$ cat config.mk
export PLATFORM = sky130hd
export DESIGN_NAME = mcyc_ctrl
export DESIGN_NICKNAME = d
export VERILOG_FILES = /design/src/rtl/mcyc_pkg.sv /design/src/rtl/mcyc_alu_dec.sv /design/src/rtl/mcyc_ctrl.sv
export SDC_FILE = /design/constraint.sdc
export NUM_CORES = 1
export LEC_CHECK = 0
export ABC_AREA = 1
export CAP_MARGIN = 20
export CORE_UTILIZATION = 40
export DETAILED_ROUTE_END_ITERATION = 16
export GPL_TIMING_DRIVEN = 0
export PLACE_DENSITY_LB_ADDON = 0.08
export SLEW_MARGIN = 20
export SYNTH_ARGS = -nofsm -noshare
export SYNTH_HDL_FRONTEND = slang
export SYNTH_HIERARCHICAL = 1
export SYNTH_SLANG_ARGS = --single-unit
export TNS_END_PERCENT = 30
$ cat constraint.sdc
create_clock -name CLK -period 1.98 [get_ports CLK]
set_input_delay 0.297 -clock CLK [delete_from_list [all_inputs] [get_ports CLK]]
set_output_delay 0.297 -clock CLK [all_outputs]
set_load 0.01 [all_outputs]
$ cat src/rtl/mcyc_pkg.sv
// Shared definitions for the multicycle MIPS control block.
// Holds the FSM state encoding, opcode/funct constants and the codes driven
// on alu_op, pc_sel, alu_src_b and fault_code. Imported by mcyc_alu_dec and
// mcyc_ctrl.
package mcyc_pkg;

  typedef enum logic [2:0] {
    S_IDLE   = 3'd0,
    S_FETCH  = 3'd1,
    S_DECODE = 3'd2,
    S_EXEC   = 3'd3,
    S_MEM    = 3'd4,
    S_WB     = 3'd5,
    S_HALT   = 3'd6,
    S_FAULT  = 3'd7
  } state_e;

  localparam logic [5:0] OP_RTYPE = 6'h00;
  localparam logic [5:0] OP_J     = 6'h02;
  localparam logic [5:0] OP_BEQ   = 6'h04;
  localparam logic [5:0] OP_ADDI  = 6'h08;
  localparam logic [5:0] OP_LW    = 6'h23;
  localparam logic [5:0] OP_SW    = 6'h2B;
  localparam logic [5:0] OP_HALT  = 6'h3F;

  localparam logic [5:0] FN_ADD = 6'h20;
  localparam logic [5:0] FN_SUB = 6'h22;
  localparam logic [5:0] FN_AND = 6'h24;
  localparam logic [5:0] FN_OR  = 6'h25;
  localparam logic [5:0] FN_SLT = 6'h2A;

  typedef enum logic [3:0] {
    ALU_AND = 4'd0,
    ALU_OR  = 4'd1,
    ALU_ADD = 4'd2,
    ALU_SUB = 4'd6,
    ALU_SLT = 4'd7
  } alu_op_e;

  typedef enum logic [1:0] {
    PC_ALU    = 2'b00,
    PC_ALUOUT = 2'b01,
    PC_JUMP   = 2'b10
  } pc_sel_e;

  typedef enum logic [1:0] {
    SRCB_B      = 2'b00,
    SRCB_FOUR   = 2'b01,
    SRCB_IMM    = 2'b10,
    SRCB_IMM_SH = 2'b11
  } srcb_e;

  typedef enum logic [1:0] {
    FC_NONE    = 2'b00,
    FC_ILLEGAL = 2'b01,
    FC_TIMEOUT = 2'b10
  } fault_code_e;

  // Opcodes that have an EXEC sequence (HALT is handled separately).
  function automatic logic known_opcode(input logic [5:0] op);
    return (op == OP_RTYPE) || (op == OP_J) || (op == OP_BEQ) ||
           (op == OP_ADDI) || (op == OP_LW) || (op == OP_SW);
  endfunction

endpackage

$ cat src/rtl/mcyc_alu_dec.sv
// R-type function decoder: maps funct to an ALU operation and flags any
// funct outside the supported set as illegal.
// Ports:
//   funct   in  6  IR[5:0]
//   alu_op  out 4  ALU operation (ADD for unsupported funct)
//   illegal out 1  funct not supported
module mcyc_alu_dec
  import mcyc_pkg::*;
(
  input  logic [5:0] funct,
  output alu_op_e    alu_op,
  output logic       illegal
);

  // NOTE: every output gets a default before the case; without it an
  // unmatched funct would hold the previous value and infer a latch.
  always_comb begin
    alu_op  = ALU_ADD;
    illegal = 1'b0;
    case (funct)
      FN_ADD:  alu_op = ALU_ADD;
      FN_SUB:  alu_op = ALU_SUB;
      FN_AND:  alu_op = ALU_AND;
      FN_OR:   alu_op = ALU_OR;
      FN_SLT:  alu_op = ALU_SLT;
      default: illegal = 1'b1;
    endcase
  end

endmodule

$ cat src/rtl/mcyc_ctrl.sv
// Multicycle MIPS control FSM. Drives the datapath register load enables,
// mux selects, ALU operation and a req/ack memory interface with a
// wait-state timeout.
// Ports:
//   CLK, RESET_N          clock, asynchronous active-low reset
//   opcode, funct         IR[31:26], IR[5:0]
//   zero                  ALU zero flag
//   mem_ack               memory completes the current request
//   ld_pc..ld_mdr         datapath register load enables
//   pc_sel, alu_src_a, alu_src_b, alu_op   datapath mux / ALU controls
//   mem_req, mem_we, iord memory request, write strobe, address select
//   reg_we, reg_dst, mem_to_reg            register-file write controls
//   halted, fault         sticky terminal-state flags
//   fault_code            00 none, 01 illegal op, 10 memory timeout
//   state                 current FSM state (debug)
// Configuration: define MCYC_CTRL_ILLEGAL_TRAP_EN to send unknown opcodes and
// unknown R-type funct codes to FAULT; otherwise they are NOP / ADD.
module mcyc_ctrl
  import mcyc_pkg::*;
#(
  parameter int unsigned MEM_TIMEOUT = 255,
  parameter int          ST_W        = 3
) (
  input  logic            CLK,
  input  logic            RESET_N,
  input  logic [5:0]      opcode,
  input  logic [5:0]      funct,
  input  logic            zero,
  input  logic            mem_ack,
  output logic            ld_pc,
  output logic            ld_ir,
  output logic            ld_a,
  output logic            ld_b,
  output logic            ld_alu,
  output logic            ld_mdr,
  output logic [1:0]      pc_sel,
  output logic            alu_src_a,
  output logic [1:0]      alu_src_b,
  output logic [3:0]      alu_op,
  output logic            mem_req,
  output logic            mem_we,
  output logic            iord,
  output logic            reg_we,
  output logic            reg_dst,
  output logic            mem_to_reg,
  output logic            halted,
  output logic            fault,
  output logic [1:0]      fault_code,
  output logic [ST_W-1:0] state
);

  localparam int CNT_W = (MEM_TIMEOUT < 2) ? 1 : $clog2(MEM_TIMEOUT + 1);

  state_e           state_q, state_d;
  logic [CNT_W-1:0] cnt_q, cnt_d;
  logic [1:0]       fault_code_q, fault_code_d;

  alu_op_e dec_op;
  logic    dec_illegal;
  logic    mem_expired;
  logic    op_ok;

  mcyc_alu_dec u_alu_dec (
    .funct   (funct),
    .alu_op  (dec_op),
    .illegal (dec_illegal)
  );

  // Ack in the same cycle as the limit is reached still completes the access.
  assign mem_expired = (MEM_TIMEOUT != 0) && (cnt_q == CNT_W'(MEM_TIMEOUT)) && !mem_ack;
  assign op_ok       = known_opcode(opcode) || (opcode == OP_HALT);

  always_comb begin
    state_d      = state_q;
    fault_code_d = fault_code_q;
    ld_pc        = 1'b0;
    ld_ir        = 1'b0;
    ld_a         = 1'b0;
    ld_b         = 1'b0;
    ld_alu       = 1'b0;
    ld_mdr       = 1'b0;
    pc_sel       = PC_ALU;
    alu_src_a    = 1'b0;
    alu_src_b    = SRCB_B;
    alu_op       = ALU_AND;
    mem_req      = 1'b0;
    mem_we       = 1'b0;
    iord         = 1'b0;
    reg_we       = 1'b0;
    reg_dst      = 1'b0;
    mem_to_reg   = 1'b0;

    case (state_q)
      S_IDLE: state_d = S_FETCH;

      S_FETCH: begin
        mem_req   = 1'b1;
        alu_src_b = SRCB_FOUR;
        alu_op    = ALU_ADD;
        if (mem_ack) begin
          ld_ir   = 1'b1;
          ld_pc   = 1'b1;
          pc_sel  = PC_ALU;
          state_d = S_DECODE;
        end else if (mem_expired) begin
          state_d      = S_FAULT;
          fault_code_d = FC_TIMEOUT;
        end
      end

      S_DECODE: begin
        // ALUOut captures the branch target while A/B read the register file.
        alu_src_b = SRCB_IMM_SH;
        alu_op    = ALU_ADD;
`ifdef MCYC_CTRL_ILLEGAL_TRAP_EN
        ld_a   = op_ok;
        ld_b   = op_ok;
        ld_alu = op_ok;
`else
        ld_a   = 1'b1;
        ld_b   = 1'b1;
        ld_alu = 1'b1;
`endif
        if (opcode == OP_HALT) begin
          state_d = S_HALT;
        end else if (op_ok) begin
          state_d = S_EXEC;
        end else begin
`ifdef MCYC_CTRL_ILLEGAL_TRAP_EN
          state_d      = S_FAULT;
          fault_code_d = FC_ILLEGAL;
`else
          state_d = S_FETCH;
`endif
        end
      end

      S_EXEC: begin
        state_d = S_FETCH;
        case (opcode)
          OP_RTYPE: begin
            alu_src_a = 1'b1;
            alu_src_b = SRCB_B;
            // Unsupported funct falls back to ADD when not trapping.
            alu_op    = dec_illegal ? ALU_ADD : dec_op;
`ifdef MCYC_CTRL_ILLEGAL_TRAP_EN
            if (dec_illegal) begin
              state_d      = S_FAULT;
              fault_code_d = FC_ILLEGAL;
            end else begin
              ld_alu  = 1'b1;
              state_d = S_WB;
            end
`else
            ld_alu  = 1'b1;
            state_d = S_WB;
`endif
          end
          OP_LW, OP_SW, OP_ADDI: begin
            alu_src_a = 1'b1;
            alu_src_b = SRCB_IMM;
            alu_op    = ALU_ADD;
            ld_alu    = 1'b1;
            state_d   = (opcode == OP_ADDI) ? S_WB : S_MEM;
          end
          OP_BEQ: begin
            alu_src_a = 1'b1;
            alu_src_b = SRCB_B;
            alu_op    = ALU_SUB;
            if (zero) begin
              ld_pc  = 1'b1;
              pc_sel = PC_ALUOUT;
            end
          end
          OP_J: begin
            ld_pc  = 1'b1;
            pc_sel = PC_JUMP;
          end
          default: state_d = S_FETCH;
        endcase
      end

      S_MEM: begin
        mem_req = 1'b1;
        iord    = 1'b1;
        mem_we  = (opcode == OP_SW);
        if (mem_ack) begin
          if (opcode == OP_LW) begin
            ld_mdr  = 1'b1;
            state_d = S_WB;
          end else begin
            state_d = S_FETCH;
          end
        end else if (mem_expired) begin
          state_d      = S_FAULT;
          fault_code_d = FC_TIMEOUT;
        end
      end

      S_WB: begin
        reg_we  = 1'b1;
        reg_dst = (opcode == OP_RTYPE);
        mem_to_reg = (opcode == OP_LW);
        state_d = S_FETCH;
      end

      S_HALT:  state_d = S_HALT;
      S_FAULT: state_d = S_FAULT;
    endcase
  end

  // Wait-state counter restarts whenever the FSM changes state, so it is
  // zero on entry to FETCH and MEM; it saturates instead of wrapping.
  always_comb begin
    cnt_d = cnt_q;
    if (state_d != state_q) begin
      cnt_d = '0;
    end else if (mem_req && !mem_ack && (cnt_q != {CNT_W{1'b1}})) begin
      cnt_d = cnt_q + CNT_W'(1);
    end
  end

  // NOTE: state flops use non-blocking assignments so every register samples
  // the pre-edge values; blocking here would create order-dependent races.
  always_ff @(posedge CLK or negedge RESET_N) begin
    if (!RESET_N) begin
      state_q      <= S_IDLE;
      cnt_q        <= '0;
      fault_code_q <= FC_NONE;
    end else begin
      state_q      <= state_d;
      cnt_q        <= cnt_d;
      fault_code_q <= fault_code_d;
    end
  end

  assign halted     = (state_q == S_HALT);
  assign fault      = (state_q == S_FAULT);
  assign fault_code = fault_code_q;
  assign state      = ST_W'(state_q);

endmodule
==> impl_metrics.ini, run 1 <==
[status]
status = finished with violations
violations = DRC, setup timing

[die]
dieArea_mm2 = 0.00332
num_rows = 19
io_pins = 44
fp.dieH_um = 57.6
dieWidth_um = 57.6
core_area_mm2 = 0.00285
initial_core_util = 0.433

[layout]
instances_no_fill = 285
area_delta_synth_final_pct = 53.8
drive_gt1_frac = 0.291
n_antenna_cell = 0
post-route-util = 0.667
fin_nets = 272

[logic_synthesis]
yosysTopAreaCellShare = 0.243
synthMostInstantiatedCell = nand2_1
synth-edff-count = 0
syn_avg_cell_area_um2 = 6.34
synthSimpleGateAreaFrac = 0.482
yosysWarnings = 6
syn-cell-area_mm2 = 0.00124
synthAdderAreaFrac = 0.0101
syn_nets = 212
ys.flop_type = dfrtp_1
async_flop_share = 1.00
post_synth_mux_area_share = 0
synth.area.top_cells = dfrtp_1, nand2_1, nor2_1
netlist_instances = 195
yosysSeqAreaShare = 0.243
ys_ff_latch = 12
synth-compound-area-share = 0.0709
synthTopCellsByCount = nand2_1, nor2_1, inv_1, nand3_1, dfrtp_1
synth_xor_area_frac = 0.0425
synth_top_family_by_area = simple AND/OR/NAND/NOR gates
yosysTopAreaCell = dfrtp_1
yosysUniqueCellTypes = 34

[setup_path]
worstPathRequired_ns = 1.68
start_kind = register
cp_max_fo = 6
r2r_cells = 10
cp_slowest_cell = dfrtp_1
path_class = register to primary output
r2r_start = state[0]$_DFF_PN0_
critPathMaxStageDelay_ns = 0.37
path_delay_family = simple AND/OR/NAND/NOR gates
worstReg2RegEnd = cnt_q[4]$_DFFE_PN0P_
path_cells = buf_6, nand2_2, nor2_4, inv_1, nor2_2, a21oi_2, nor3b_1, clkdlybuf4s15_2
cp-end-kind = primary output
critPathArrivalTime_ns = 1.69
r2r_setup_slack_ns = 0.25
path_buf_inv = 3

[placement]
placed_cells = 267
hpwl_um = 2330
place.gp.congestion = 0.810
io_buffers = 41

[timing]
fin_crit_ns = 1.99
final-setup-viol-count = 1
worstMarginPinSlew_ns = 0.510
finalClockSkew_ns = 0.00183
rsz0062_at_grt = yes
finalMaxSlewViolations = 0
hold_ws_ns = 0.353
hold_viol_final = 0
slew_headroom = 0.659
timing.final.ws_setup_ns = -0.0114
fmax_mhz = 502
finalCritPeriodShare = 1.01

[clocking]
ctsHoldBuffers = 0
root_buffer = clkbuf_4
insertion_delay_ns = 0.28
h-tree-depth = 1
cts.sinks = 12
cts_tree = built
cts_buffers = 3
clk_pin_slew_ns = 0.08
cts_max_path_buffers = 2

[global_route]
grt_pass1_wl_um = 5420
grt_pass1_vias = 1253
grt_max_degree = 13
grt_antenna_before_repair = 0
grt-ovfl-total = 0
track_usage = 0.206

[drt]
drt-wirelength-per-cell_um = 11.6
viasPerCell = 4.85
routed_wl_um = 3310
drt-pass1-iter-count = 10
vias = 1382
drcViolationCount = 2
ant_nets = 0
drtIter0Drc = 40

[run]
max_cap_viol_count = 0

[power]
power_density_mw_per_mm2 = 278
leakage_nw = 1.10
ir_drop_mv = 0.352

[worst_hold_path]
min_path_type = input port to async pin
final cells by class:
| class | instances | area [µm²] |
|---|---|---|
| buffer | 5 | 45.0 |
| inverter | 35 | 139 |
| fill | 276 | 951 |
| timing repair buffer | 55 | 484 |
| multi-input combinational | 143 | 857 |
| sequential | 12 | 302 |
| clock buffer | 4 | 36.3 |
| tap | 31 | 38.8 |
per-stage QoR:
step | power [mW] | instance area (µm²) | setup slack, ns | TNS [ns]
floorplan | 0.284 | 1240 | 0.257 | 0
global route | 0.553 | 1900 | -0.126 | -0.149
global placement | 0.329 | 1690 | -0.625 | -5.40
finish | 0.529 | 1900 | -0.0114 | -0.0114
detailed placement | 0.329 | 1690 | -0.607 | -5.14
CTS | 0.526 | 1870 | -0.124 | -0.234
layout by cell type (no fill, tap or decap), types with 2 or more instances in the layout:
cell type         n
inv_1            30
nand3_4           2
dlygate4sd2_1    22
dfrtp_1          11
clkbuf_4          3
nor3b_1           2
a21oi_2           3
nor3_2            3
clkdlybuf4s50_1   8
buf_4            18
inv_2             3
xor2_1            5
nand2_2           5
dlymetal6s2s_1    5
nor2_1           29
nor2_2            8
nand3_2           7
nor2_4            8
a21oi_1           2
or2_2             2
clkbuf_2          2
nor3_1            3
nand3_1          15
nand2_1          33
nand4_1           3
conb_1            2
buf_6             2
layer usage:
layer  global-route usage  routed length [µm]  up-vias
li1                     -                   -      727
met1                0.289                1590      615
met2                0.329                1510       40
met3               0.0522                 206        0
met4               0.0209                   0        0
met5                    0                   0        -
timing repair:
item	4_1_cts	5_1_grt
buffers inserted	12	2
pin swaps	13	3
resized for setup	59	12
endpoints found under the setup margin	21	9
logic make-up after synthesis:
group,after synthesis
flops,12
other cells,2
buf+inv,40
xor+xnor,6
fa+ha+maj,1
compound gates,12
simple gates,122
flip-flops by register name (all words and copies together) (netlist names):
name        cells
cnt_q           8
state           3
fault_code      1
report_power, final:
group          switching [mW]  internal (mW)  leakage [nW]
clock                  0.0861          0.112        0.0210
combinational          0.0507         0.0351         0.918
sequential                  0          0.245         0.157
total                   0.137          0.392          1.10
worst max-delay path by stage:
stage / start / end / slack, ns / cells past startpoint
final: state[0]$_DFF_PN0_ / alu_op[0] / -0.01 / 8
after global routing: state[1]$_DFF_PN0_ / alu_op[0] / -0.13 / 8
after CTS: state[1]$_DFF_PN0_ / reg_dst / -0.12 / 5
after detailed placement: opcode[5] / alu_op[0] / -0.61 / 7
after global placement: opcode[5] / alu_op[0] / -0.63 / 7
after floorplan: state[1]$_DFF_PN0_ / alu_op[0] / 0.26 / 7
(Power assumes the default switching activity.)
==> run 2: changes to the inputs <==
DONT_BUFFER_PORTS = 1   (was default)
==> run 2 against run 1 <==
  * The flow finishes with violations (DRC)
  * Clock-buffer cell count unchanged
  * Combinational power is 45% lower
  * Power decreased by 8.5%
  * Non-clock buffer count fell by 47
  * Worst setup slack improved by 0.12 ns
  * Sequential cell count did not move
  * Critical path type unchanged
==> impl_metrics.ini, run 2 (synthesized netlist as in run 1, its figures left out) <==
[power]
swShare = 0.231
power_density_mw_per_mm2 = 342
switching_power_uw = 112
seq_power_share = 0.506
p_int_uw = 372
totalPowerFinal_uw = 484
ir_drop_mv = 0.255
leakage_nw = 0.752
clkPwrFrac = 0.397
power_frac_comb = 0.097

[timing]
finalClockSkew_ns = 0.00561
hold_viol_final = 0
final-setup-viol-count = 0
slew_headroom = 0.647
worstMarginPinSlew_ns = 0.527
rsz0062_at_grt = no
finalMaxSlewViolations = 0
fin_crit_ns = 1.87
fmax_mhz = 536
finalCritPeriodShare = 0.943
fin_setup_tns_ns = 0

[layout]
drive_gt1_frac = 0.237
multi_input_area_um2 = 792
area_delta_synth_final_pct = 14.5
top_register = cnt_q
final_common_cell = nand2_1
post-route-util = 0.496
instances_no_fill = 238
fin_nets = 225
final_cell_mix = nand2_1, nor2_1, inv_1
n_antenna_cell = 0
regArea_um2 = 302
fill_cells = 309
largest_reg_flops = 8
final_cell_area_mm2 = 0.00142

[drt]
ant_nets = 0
routed_wl_um = 2950
drt-pass1-iter-count = 12
drcViolationCount = 2
vias = 1245
drtIter0Drc = 52
viasPerCell = 5.23
drt-wirelength-per-cell_um = 12.4

[global_route]
grt_pass1_wl_um = 5150
grt-ovfl-total = 0
grt_max_degree = 13
track_usage = 0.198
grt_pass1_vias = 1196
grt_antenna_before_repair = 0

[clocking]
cts.sinks = 12
clk_pin_slew_ns = 0.08
cts_buffers = 3
cts_max_path_buffers = 2
insertion_delay_ns = 0.27
root_buffer = clkbuf_4
cts_tree = built
h-tree-depth = 1

[setup_path]
r2r_setup_slack_ns = 0.18
path_class = register to primary output
cp_max_fo = 5
cp_slowest_cell = dfrtp_1
crit_top_cell = buf_4
worstPathRequired_ns = 1.68
cp-end-kind = primary output
critPathMaxStageDelay_ns = 0.43
path_cells = buf_6, buf_4, nor2_2, nand2_1, inv_2, buf_4
critPathArrivalTime_ns = 1.57
start_kind = register

[placement]
dpl_cell_area_mm2 = 0.00127
io_buffers = 0
place.gp.congestion = 0.806
hpwl_um = 2340
placed_cells = 226

[status]
violations = DRC
status = finished with violations

[die]
initial_core_util = 0.433
num_rows = 19
fp.dieH_um = 57.6
io_pins = 44
dieWidth_um = 57.6
dieArea_mm2 = 0.00332
core_area_mm2 = 0.00285

[worst_hold_path]
min_path_type = input port to register

[run]
max_cap_viol_count = 0
==> run 2: changes by cell type in the layout (fill, tap and decap cells not counted), sizes merged <==
| cell | delta |
|---|---|
| buf | -9 |
| clkdlybuf4s15 | -2 |
| clkdlybuf4s50 | -8 |
| dlygate4sd3 | +1 |
| dlygate4sd2 | -22 |
| dlymetal6s2s | -5 |
| clkbuf | -2 |
==> run 2: layout make-up <==
| class | instances | share of cell area |
|---|---|---|
| flip-flops and latches | 12 | 0.213 |
| multi-input cells | 143 | 0.560 |
| plain buffers | 5 | 0.0318 |
| repair buffers | 8 | 0.0442 |
| well taps | 31 | 0.0274 |
| clock buffers | 4 | 0.0256 |
| inverters | 35 | 0.0981 |
==> run 2: stage by stage <==
stage	worst slack (ns)	hold slack, ns
global route	0.0121	0.479
floorplan	0.257	0.00141
detailed placement	0.0278	0.00165
global placement	0.0539	0.00167
CTS	0.0622	0.403
finish	0.113	0.410
==> run 2: repair_timing <==
action / in CTS / in global routing
hold endpoints to repair: 12 / 0
setup endpoints to repair: 6 / 6
gates resized for setup: 6 / 5
hold buffers: 1 / 0
cloned: 0 / 0
buffers inserted: 7 / 0
pin swaps: 2 / 1
==> run 2: final timing paths <==
path | startpoint | cells after the start | end
min in group asynchronous | RESET_N | 1 | cnt_q[4]$_DFFE_PN0P_
worst max-delay path | state[0]$_DFF_PN0_ | 6 | ld_b
worst min-delay path | opcode[2] | 7 | state[0]$_DFF_PN0_
max in group asynchronous | RESET_N | 1 | state[2]$_DFF_PN0_
worst min register to register | fault_code[1]$_DFFE_PN0P_ | 1 | fault_code[1]$_DFFE_PN0P_
worst max register to register | state[0]$_DFF_PN0_ | 12 | cnt_q[2]$_DFFE_PN0P_
==> run 2: per-layer routing <==
metal	wire [µm]	global-route usage	share of wire
met2	1270	0.317	0.43
met3	211	0.0590	0.072
met5	0	0	0
met4	5	0.0314	0.0017
met1	1460	0.269	0.50
==> run 2: power groups by stage <==
stage	combinational, mW	sequential (mW)	clock (mW)
floorplan	0.0342	0.250	0
global placement	0.0391	0.250	0
detailed placement	0.0401	0.250	0
CTS	0.0469	0.245	0.199
global route	0.0549	0.245	0.212
finish	0.0471	0.245	0.192
==> run 2: worst max-delay path, delay by kind of cell (launching register included) <==
| family | cells | cell delay, ns |
|---|---|---|
| flip-flops | 1 | 0.43 |
| AND/OR/NAND/NOR | 2 | 0.34 |
| buffers and inverters | 4 | 0.53 |
